$ cat config.mk
export PLATFORM = sky130hd
export DESIGN_NAME = ram_word_loader_flat
export DESIGN_NICKNAME = d
export VERILOG_FILES = /design/src/rtl/ram_loader_pkg.sv /design/src/rtl/ram_word_loader_if.sv /design/src/rtl/word_assembler.sv /design/src/rtl/ram_word_loader.sv /design/src/flat_wrapper.sv
export SDC_FILE = /design/constraint.sdc
export NUM_CORES = 1
export LEC_CHECK = 0
export BUFFER_PORTS_ARGS = -buffer_cell sky130_fd_sc_hd__buf_2
export CORE_ASPECT_RATIO = 0.75
export CORE_MARGIN = 3
export CORE_UTILIZATION = 50
export CTS_BUF_LIST = sky130_fd_sc_hd__clkbuf_2 sky130_fd_sc_hd__clkbuf_4 sky130_fd_sc_hd__clkbuf_8
export DETAILED_ROUTE_END_ITERATION = 8
export PLACE_DENSITY = 0.78
export SYNTH_ARGS = -nofsm -noshare
export SYNTH_HDL_FRONTEND = slang
export SYNTH_SLANG_ARGS = --single-unit
$ cat constraint.sdc
create_clock -name clk -period 2.3 [get_ports clk]
set_clock_uncertainty 0.2 [all_clocks]
set_input_delay 0.115 -clock clk [delete_from_list [all_inputs] [get_ports clk]]
set_output_delay 0.115 -clock clk [all_outputs]
set_load 0.02 [all_outputs]
$ cat src/rtl/ram_loader_pkg.sv
// Shared types and sizing helpers for the RAM word loader.
package ram_loader_pkg;

    typedef enum logic [1:0] {
        IDLE    = 2'd0,
        COLLECT = 2'd1,
        WRITE   = 2'd2,
        DONE    = 2'd3
    } state_t;

    function automatic int calc_bytes(input int n, input int byte_w);
        return n / byte_w;
    endfunction

    function automatic int idx_width(input int bytes);
        return (bytes > 1) ? $clog2(bytes) : 1;
    endfunction

endpackage

$ cat src/rtl/ram_word_loader_if.sv
// Byte stream handshake plus RAM write port of the loader.
interface ram_word_loader_if #(
    parameter int N         = 64,
    parameter int ADDR_BITS = 4,
    parameter int BYTE_W    = 8
);
    logic [BYTE_W-1:0]    in_data;
    logic                 in_valid;
    logic                 in_ready;
    logic [ADDR_BITS-1:0] ram_addr;
    logic [N-1:0]         ram_data_in;
    logic                 ram_wr_en;

    modport master (
        output in_data, in_valid,
        input  in_ready, ram_addr, ram_data_in, ram_wr_en
    );

    modport slave (
        input  in_data, in_valid,
        output in_ready, ram_addr, ram_data_in, ram_wr_en
    );
endinterface

$ cat src/rtl/word_assembler.sv
// Packs consecutive bytes little-endian into one word; last_byte flags the final lane.
module word_assembler
    import ram_loader_pkg::*;
#(
    parameter int N      = 64,
    parameter int BYTE_W = 8
) (
    input  logic              clk,
    input  logic              rst_n,
    input  logic              clr,
    input  logic              load,
    input  logic [BYTE_W-1:0] in_data,
    output logic [N-1:0]      word,
    output logic              last_byte
);
    localparam int BYTES = calc_bytes(N, BYTE_W);
    localparam int IDX_W = idx_width(BYTES);
    localparam logic [IDX_W-1:0] LAST_IDX = IDX_W'(BYTES - 1);

    logic [IDX_W-1:0] idx_q, idx_d;
    logic [N-1:0]     word_q, word_d;

    assign last_byte = (idx_q == LAST_IDX);
    assign word      = word_q;

    // Lane write and byte-index advance; old lanes are simply overwritten next word.
    always_comb begin
        idx_d  = idx_q;
        word_d = word_q;
        if (clr) begin
            idx_d = '0;
        end else if (load) begin
            word_d[int'(idx_q) * BYTE_W +: BYTE_W] = in_data;
            if (last_byte) begin
                idx_d = '0;
            end else begin
                idx_d = idx_q + IDX_W'(1'b1);
            end
        end else begin
            idx_d = idx_q;
        end
    end

    // Packing register and index.
    always_ff @(posedge clk or negedge rst_n) begin
        if (!rst_n) begin
            idx_q  <= '0;
            word_q <= '0;
        end else begin
            idx_q  <= idx_d;
            word_q <= word_d;
        end
    end

endmodule

$ cat src/rtl/ram_word_loader.sv
// Fills the whole word RAM from a byte stream, one packed word per address, then pulses done.
module ram_word_loader
    import ram_loader_pkg::*;
#(
    parameter int N         = 64,
    parameter int ADDR_BITS = 4,
    parameter int BYTE_W    = 8
) (
    input  logic                 clk,
    input  logic                 rst_n,
    input  logic                 start,
    ram_word_loader_if.slave     bus,
    output logic                 busy,
    output logic                 done,
    output logic [ADDR_BITS:0]   word_count
);
    localparam logic [ADDR_BITS-1:0] LAST_ADDR = {ADDR_BITS{1'b1}};

    state_t               state_q, state_d;
    logic [ADDR_BITS-1:0] addr_q, addr_d;
    logic [ADDR_BITS:0]   count_q, count_d;
    logic                 wr_en_q, wr_en_d;
    logic                 done_q, done_d;
    logic                 busy_q, busy_d;
    logic                 in_ready_s, accept_s, clr_s, last_byte_s;
    logic [N-1:0]         word_s;

    assign in_ready_s = (state_q == COLLECT);
    assign accept_s   = bus.in_valid && in_ready_s;

    word_assembler #(.N(N), .BYTE_W(BYTE_W)) u_asm (
        .clk       (clk),
        .rst_n     (rst_n),
        .clr       (clr_s),
        .load      (accept_s),
        .in_data   (bus.in_data),
        .word      (word_s),
        .last_byte (last_byte_s)
    );

    // Next-state, address and count; strobes are derived from the next state so they register with it.
    always_comb begin
        state_d = state_q;
        addr_d  = addr_q;
        count_d = count_q;
        clr_s   = 1'b0;
        case (state_q)
            IDLE: begin
                if (start) begin
                    addr_d  = '0;
                    count_d = '0;
                    clr_s   = 1'b1;
                    state_d = COLLECT;
                end else begin
                    state_d = IDLE;
                end
            end
            COLLECT: begin
                if (accept_s && last_byte_s) begin
                    state_d = WRITE;
                end else begin
                    state_d = COLLECT;
                end
            end
            WRITE: begin
                count_d = count_q + (ADDR_BITS+1)'(1'b1);
                if (addr_q == LAST_ADDR) begin
                    state_d = DONE;
                end else begin
                    addr_d  = addr_q + ADDR_BITS'(1'b1);
                    state_d = COLLECT;
                end
            end
            DONE: begin
                state_d = IDLE;
            end
            default: begin
                state_d = IDLE;
            end
        endcase
        wr_en_d = (state_d == WRITE);
        done_d  = (state_d == DONE);
        busy_d  = (state_d == COLLECT) || (state_d == WRITE);
    end

    // State and registered outputs.
    always_ff @(posedge clk or negedge rst_n) begin
        if (!rst_n) begin
            state_q <= IDLE;
            addr_q  <= '0;
            count_q <= '0;
            wr_en_q <= 1'b0;
            done_q  <= 1'b0;
            busy_q  <= 1'b0;
        end else begin
            state_q <= state_d;
            addr_q  <= addr_d;
            count_q <= count_d;
            wr_en_q <= wr_en_d;
            done_q  <= done_d;
            busy_q  <= busy_d;
        end
    end

    assign bus.in_ready    = in_ready_s;
    assign bus.ram_addr    = addr_q;
    assign bus.ram_data_in = word_s;
    assign bus.ram_wr_en   = wr_en_q;
    assign busy            = busy_q;
    assign done            = done_q;
    assign word_count      = count_q;

endmodule

$ cat src/flat_wrapper.sv
// flat-port wrapper written by rule: the top's interface ports become plain ports
module ram_word_loader_flat import ram_loader_pkg::*;
#(
    parameter int N         = 64,
    parameter int ADDR_BITS = 4,
    parameter int BYTE_W    = 8
)
  (clk, rst_n, start, busy, done, word_count, bus_in_data, bus_in_valid, bus_in_ready, bus_ram_addr, bus_ram_data_in, bus_ram_wr_en);
  ram_word_loader_if #(.N(N), .ADDR_BITS(ADDR_BITS), .BYTE_W(BYTE_W)) bus_i ();
  input  logic clk;
  input  logic rst_n;
  input  logic start;
  output logic busy;
  output logic done;
  output logic [ADDR_BITS:0] word_count;
  input wire logic [$bits(bus_i.in_data)-1:0] bus_in_data;
  input wire logic [$bits(bus_i.in_valid)-1:0] bus_in_valid;
  output wire logic [$bits(bus_i.in_ready)-1:0] bus_in_ready;
  output wire logic [$bits(bus_i.ram_addr)-1:0] bus_ram_addr;
  output wire logic [$bits(bus_i.ram_data_in)-1:0] bus_ram_data_in;
  output wire logic [$bits(bus_i.ram_wr_en)-1:0] bus_ram_wr_en;
  assign bus_i.in_data = bus_in_data;
  assign bus_i.in_valid = bus_in_valid;
  assign bus_in_ready = bus_i.in_ready;
  assign bus_ram_addr = bus_i.ram_addr;
  assign bus_ram_data_in = bus_i.ram_data_in;
  assign bus_ram_wr_en = bus_i.ram_wr_en;
  ram_word_loader #(.N(N), .ADDR_BITS(ADDR_BITS), .BYTE_W(BYTE_W)) u_core (.clk(clk), .rst_n(rst_n), .start(start), .bus(bus_i), .busy(busy), .done(done), .word_count(word_count));
endmodule
==> results_dict.tcl, run 1 <==
set metrics [dict create \
    maxCapViolCount 0 \
    nets 424 \
    core_um2 6990 \
    fin_tns_setup_ns 0 \
    relSlewSlack 0.603 \
    drt_iter0_drc 66 \
    p_int_mw 3.63 \
    port_buffers 88 \
    crit_required_ns 2.33 \
    diodes 0 \
    clock.fmax_mhz 462 \
    cts-buffers-inserted 9 \
    floorplan.rows 26 \
    total_power_mw 5.97 \
    synthFlopType "dfrtp_1" \
    clkPwrFrac 0.195 \
    netlist_area_um2 3700 \
    crit_path_end_kind "register" \
    post_cts_buffers 0 \
    synth-seq-cells 81 \
    seq_power_share 0.363 \
    finalNonFillerCells 504 \
    seq_area_frac_synth 0.548 \
    power_frac_comb 0.442 \
    setup_violations 0 \
    synth_edf_count 0 \
    final_util 0.667 \
    synthArstFlopShare 1.00 \
    dp_cells 477 \
    yosysUniqueCellTypes 37 \
    period_needed_ns 2.17 \
    cts_tree "yes" \
    arrival_ns 2.20 \
    cts_buffer_depth 2 \
    powerDensity_nw_per_um2 1280 \
    vias 2546 \
    netlist_instances 289 \
    cts-root-buf "clkbuf_8" \
    yosysTopAreaCellShare 0.548 \
    syn_avg_cell_area_um2 12.8 \
    dieArea_um2 8480 \
    vias_per_cell 5.05 \
    ys_top_cells_by_count "dfrtp_1 (81), mux2_2 (49), nand2_1 (30), and2_1 (19)" \
    dieHeight_um 80.5 \
    grt.total_usage 0.203 \
    slew_viol_final 0 \
    die_x_um 105 \
    place_area_um2 4320 \
    syn_to_final_growth_pct 26.2 \
    rsz0062_at_grt "no" \
    grt_max_degree 47 \
    ios 89 \
    start_util 0.529 \
    synth_fp_nets 312 \
    switching_power_mw 2.34 \
    htreeDepth 3 \
    grt_antenna_before_repair 0 \
    hold_violations 0 \
    clk_latency_ns 0.34 \
    vdd.ir_drop.worst_v 0.000670 \
    swShare 0.392 \
    dp_hpwl_um 5700 \
    crit_path_max_fanout 8 \
    first_pass_iters 4 \
    startpoint_type "register" \
    fin_crit_sh 0.942 \
    synth_top_cell_by_area "dfrtp_1" \
    leakage_nw 2.48 \
    detail-route-antenna-nets 0 \
    clock_sinks 81 \
    postLayoutCellArea_um2 4670 \
    drt_wl_total_um 7980 \
    gp_congestion 0.811 \
    layout-drive-gt1-share 0.448 \
    worstSetupPathType "reg2reg" \
    drc 0 \
    globalRoute.totalOverflow 0 \
    detail_route.wl_per_cell_um 15.8 \
    grt_pass1_wl_um 13400 \
    grt_pass1_vias 2570 \
    fillers 553 \
    holdCritPathClass "in2async" \
    clk_pin_slew_ns 0.08 \
    outcome "finished, final reports clean" \
    yosys_warnings 0 \
    synth_most_common_cell "dfrtp_1" \
    synthTopCellsByArea "dfrtp_1 (55%), mux2_2 (15%), mux2i_1 (4.9%), ha_1 (3.7%), and2_1 (3.2%)" \
    tightest_slew_ns 0.596 \
]
layer usage:
| metal | routed length [µm] | vias to the layer above | global-route usage |
|---|---|---|---|
| li1 | - | 1211 | - |
| met1 | 3880 | 1255 | 0.291 |
| met2 | 3530 | 74 | 0.300 |
| met3 | 521 | 6 | 0.0627 |
| met4 | 35 | 0 | 0.0550 |
| met5 | 0 | - | 0 |
per-stage QoR:
step	hold WS, ns	setup slack (ns)
6_report	0.109	0.133
5_1_grt	0.172	0.0369
4_1_cts	0.124	0.0579
3_5_place_dp	-0.0346	0.0742
3_3_place_gp	-0.0365	0.115
2_1_floorplan	-0.381	0.0141
registers in the layout, indices dropped and copies added (netlist names):
signal and flops:
u_core.bus.ram_addr 4, u_core.word_count 5, u_core.u_asm.idx_q 3, u_core.state_q 2, u_core.u_asm.word 64, u_core.busy 1
u_core.bus.ram_wr_en 1, u_core.done 1
cell families after synthesis:
kind of cell,after synthesis,share of synthesized area
flip-flops,81,0.548
buffers and inverters,29,0.0379
multiplexers,69,0.206
AND/OR/NAND/NOR,87,0.150
adder cells (fa/ha/maj),11,0.0372
XOR/XNOR,1,0.00237
AO/OA/AOI/OAI,11,0.0189
power groups by stage:
stage / Sequential, mW / Clock (mW) / Combinational [mW]
after floorplan: 2.72 / 0 / 1.23
after global placement: 2.17 / 0 / 2.57
after detailed placement: 2.19 / 0 / 2.64
after CTS: 2.17 / 1.19 / 2.66
after global routing: 2.24 / 1.25 / 2.88
final: 2.17 / 1.16 / 2.64
path summary, 6_finish.rpt:
kind	depth (start not counted)	startpoint	to	slack [ns]
setup / recovery	7	u_core.u_asm.idx_q[0]$_DFFE_PN0P_	u_core.u_asm.word[16]$_DFFE_PN0P_	0.13
max in group asynchronous	3	rst_n	u_core.u_asm.word[10]$_DFFE_PN0P_	1.19
setup reg to reg	7	u_core.u_asm.idx_q[0]$_DFFE_PN0P_	u_core.u_asm.word[16]$_DFFE_PN0P_	0.13
hold / removal	2	rst_n	u_core.bus.ram_wr_en$_DFF_PN0_	0.11
hold reg to reg	1	u_core.word_count[4]$_DFFE_PN0P_	u_core.word_count[4]$_DFFE_PN0P_	0.28
min in group clk	1	u_core.word_count[4]$_DFFE_PN0P_	u_core.word_count[4]$_DFFE_PN0P_	0.28
worst max-delay path: stages, from the launching register on:
cell and delay [ns]:
dfrtp_1 0.35, inv_1 0.06, ha_2 0.21, ha_4 0.33, o31a_1 0.21, and3_1 0.19, buf_4 0.17, mux2_2 0.34
repair_timing:
action / CTS / global route
hold endpoints to repair: 70 / 0
gates resized for setup: 0 / 2
endpoints found under the setup margin: 0 / 24
hold buffers: 11 / 0
layout by cell type (no fill, tap or decap), drive strengths merged, types with 2 or more instances in the layout:
cell type,n
o21ai,3
dlygate4sd3,11
dfrtp,81
nor4b,5
and2,19
and3,11
clkinvlp,3
bufinv,2
buf,101
and3b,2
nand4,2
nand3,4
ha,11
nor2b,2
nand2,30
mux2i,18
a21oi,3
nor3b,3
nor2,2
inv,18
nand3b,2
mux2,51
clkbuf,10
area by class of cell:
type                            count  area (µm²)  area share
Clock buffer                       10         138      0.0295
Inverter                           18        67.6      0.0145
Tap cell                           98         123      0.0263
Sequential cell                    81        2030       0.434
Timing Repair Buffer              112         663       0.142
Multi-Input combinational cell    179        1560       0.334
Clock inverter                      6        91.3      0.0196
Note: power is estimated with default switching activity, not from simulation.
==> run 2: changes to the inputs <==
--- a/config.mk
+++ b/config.mk
@@ -8,10 +8,9 @@
 export BUFFER_PORTS_ARGS = -buffer_cell sky130_fd_sc_hd__buf_2
 export CORE_ASPECT_RATIO = 0.75
 export CORE_MARGIN = 3
-export CORE_UTILIZATION = 50
+export CORE_UTILIZATION = 25
 export CTS_BUF_LIST = sky130_fd_sc_hd__clkbuf_2 sky130_fd_sc_hd__clkbuf_4 sky130_fd_sc_hd__clkbuf_8
 export DETAILED_ROUTE_END_ITERATION = 8
-export PLACE_DENSITY = 0.78
 export SYNTH_ARGS = -nofsm -noshare
 export SYNTH_HDL_FRONTEND = slang
 export SYNTH_SLANG_ARGS = --single-unit
==> run 2 against run 1 <==
- sequential power about the same
- clock-buffer cell count up 1
- via count up 2.7%
- final cell count up 20%
- largest cell class unchanged
- die area up 92%
- non-clock buffer count up 2
- core utilization down 33 points
- hold slack better by 0.0095 ns
==> results_dict.tcl, run 2 (synthesis gave the netlist of run 1 again) <==
set metrics [dict create \
    outcome "finished, final reports clean" \
    startpoint_type "register" \
    gp_congestion 0.769 \
    dieArea_um2 16300 \
    maxCapViolCount 0 \
    cts-buffers-inserted 9 \
    drt_wl_total_um 9590 \
    floorplan.rows 37 \
    layout-drive-gt1-share 0.446 \
    arrival_ns 2.24 \
    tightest_slew_ns 0.607 \
    clock_sinks 81 \
    dp_hpwl_um 7010 \
    globalRoute.totalOverflow 0 \
    crit_path_max_fanout 8 \
    r2r_slack_ns 0.11 \
    r2r_end "u_core.u_asm.word[0]$_DFFE_PN0P_" \
    r2r_start "u_core.u_asm.idx_q[1]$_DFFE_PN0P_" \
    clk_latency_ns 0.35 \
    multiInputGateArea_um2 1560 \
    crit_path_end_kind "register" \
    busiest_layer "met2" \
    grt_pass1_vias 2743 \
    detail-route-antenna-nets 0 \
    setup_ws_ns 0.106 \
    die_x_um 146 \
    holdCritPathClass "in2async" \
    regArea_um2 2030 \
    grt.total_usage 0.122 \
    layout_commonest_cell "buf_2" \
    port_buffers 88 \
    grt_pass1_wl_um 15600 \
    gr-usage-met3 0.0443 \
    crit_required_ns 2.34 \
    powerDensity_nw_per_um2 1230 \
    core_um2 14100 \
    detail_route.wl_per_cell_um 15.9 \
    ios 89 \
    grt_antenna_before_repair 0 \
    slew_viol_final 0 \
    worstSetupPathType "reg2reg" \
    grt_max_degree 71 \
    met2_usage 0.179 \
    nets 426 \
    leakage_nw 2.48 \
    syn_to_final_growth_pct 29.5 \
    drc 0 \
    cts-root-buf "clkbuf_8" \
    rr_worst_depth 6 \
    vias_per_cell 4.33 \
    vias 2614 \
    vdd.ir_drop.worst_v 0.000514 \
    hold_violations 0 \
    dieHeight_um 111 \
    setup_violations 0 \
    period_needed_ns 2.19 \
    pre_cts_slack_ns 0.0758 \
    cts_buffer_depth 2 \
    relSlewSlack 0.595 \
    htreeDepth 3 \
    clock.fmax_mhz 456 \
    total_power_mw 5.88 \
    clk_pin_slew_ns 0.09 \
    drt_iter0_drc 104 \
    use_met1 0.171 \
    fillers 1466 \
    first_pass_iters 4 \
    largest_reg_flops 64 \
    start_util 0.263 \
    cts_tree "yes" \
    layout_common_cells "buf_2 (87), dfrtp_1 (81), mux2_2 (49), nand2_1 (30), and2_1 (19)" \
    fin_crit_sh 0.954 \
]
-- run 2: cell count changes in the layout (fill, tap and decap cells not counted) --
cell / delta
inv_6: +1
buf_4: -1
and3_1: +1
diode_2: +1
buf_12: +2
bufinv_16: -2
and3_2: -1
dlygate4sd3_1: +1
clkbuf_4: +1
-- run 2: area by class of cell --
| type | count | share of cell area |
|---|---|---|
| sequential | 81 | 0.423 |
| multi-input combinational | 179 | 0.325 |
| timing repair buffer | 114 | 0.147 |
| tap | 195 | 0.0509 |
| clock buffer | 11 | 0.0303 |
| inverter | 18 | 0.0141 |
| clock inverter | 5 | 0.00836 |
| antenna | 1 | 0.000522 |
-- run 2: worst max path at each step --
stage / from / to / depth (start not counted)
6_report: u_core.u_asm.idx_q[1]$_DFFE_PN0P_ / u_core.u_asm.word[0]$_DFFE_PN0P_ / 6
5_1_grt: u_core.u_asm.idx_q[0]$_DFFE_PN0P_ / u_core.u_asm.word[0]$_DFFE_PN0P_ / 6
4_1_cts: u_core.u_asm.idx_q[2]$_DFFE_PN0P_ / u_core.u_asm.word[21]$_DFFE_PN0P_ / 5
3_5_place_dp: u_core.u_asm.idx_q[1]$_DFFE_PN0P_ / u_core.u_asm.word[0]$_DFFE_PN0P_ / 6
3_3_place_gp: u_core.u_asm.idx_q[1]$_DFFE_PN0P_ / u_core.u_asm.word[0]$_DFFE_PN0P_ / 6
2_1_floorplan: u_core.u_asm.idx_q[0]$_DFFE_PN0P_ / u_core.u_asm.word[48]$_DFFE_PN0P_ / 7
-- run 2: power breakdown --
part | switching [mW] | leakage, nW | internal [mW]
Sequential | 0.299 | 1.07 | 1.89
Combinational | 1.58 | 1.32 | 1.12
Clock | 0.551 | 0.0856 | 0.440
-- run 2: through the flow --
| step | cell area (µm²) | setup TNS [ns] | util | cells | hold slack, ns |
|---|---|---|---|---|---|
| after detailed placement | 4460 | 0 | 0.317 | 573 | -0.233 |
| after CTS | 4770 | 0 | 0.339 | 601 | 0.119 |
| after global placement | 4460 | 0 | 0.317 | 573 | -0.235 |
| after floorplan | 3730 | 0 | - | 289 | -0.381 |
| after global routing | 4790 | -0.294 | 0.340 | 603 | 0.133 |
| final | 4790 | 0 | 0.340 | 604 | 0.118 |
-- run 2: worst max-delay path, stage by stage, from the launching register on --
cell and delay [ns]:
dfrtp_1 0.38, inv_1 0.10, ha_2 0.21, ha_4 0.23, nor4b_2 0.30, nand3_2 0.29
mux2_2 0.37
-- run 2: what timing repair did --
action,CTS,global route
buffers inserted,0,2
hold buffers,12,0
gates resized for setup,0,1
setup endpoints to repair,0,29
hold endpoints to repair,105,0
-- run 2: layer usage --
metal | wire (µm) | part of all wire | vias up
li1 | - | - | 1218
met1 | 4740 | 0.49 | 1326
met2 | 4160 | 0.43 | 60
met3 | 594 | 0.062 | 10
met4 | 97 | 0.010 | 0
met5 | 0 | 0 | -
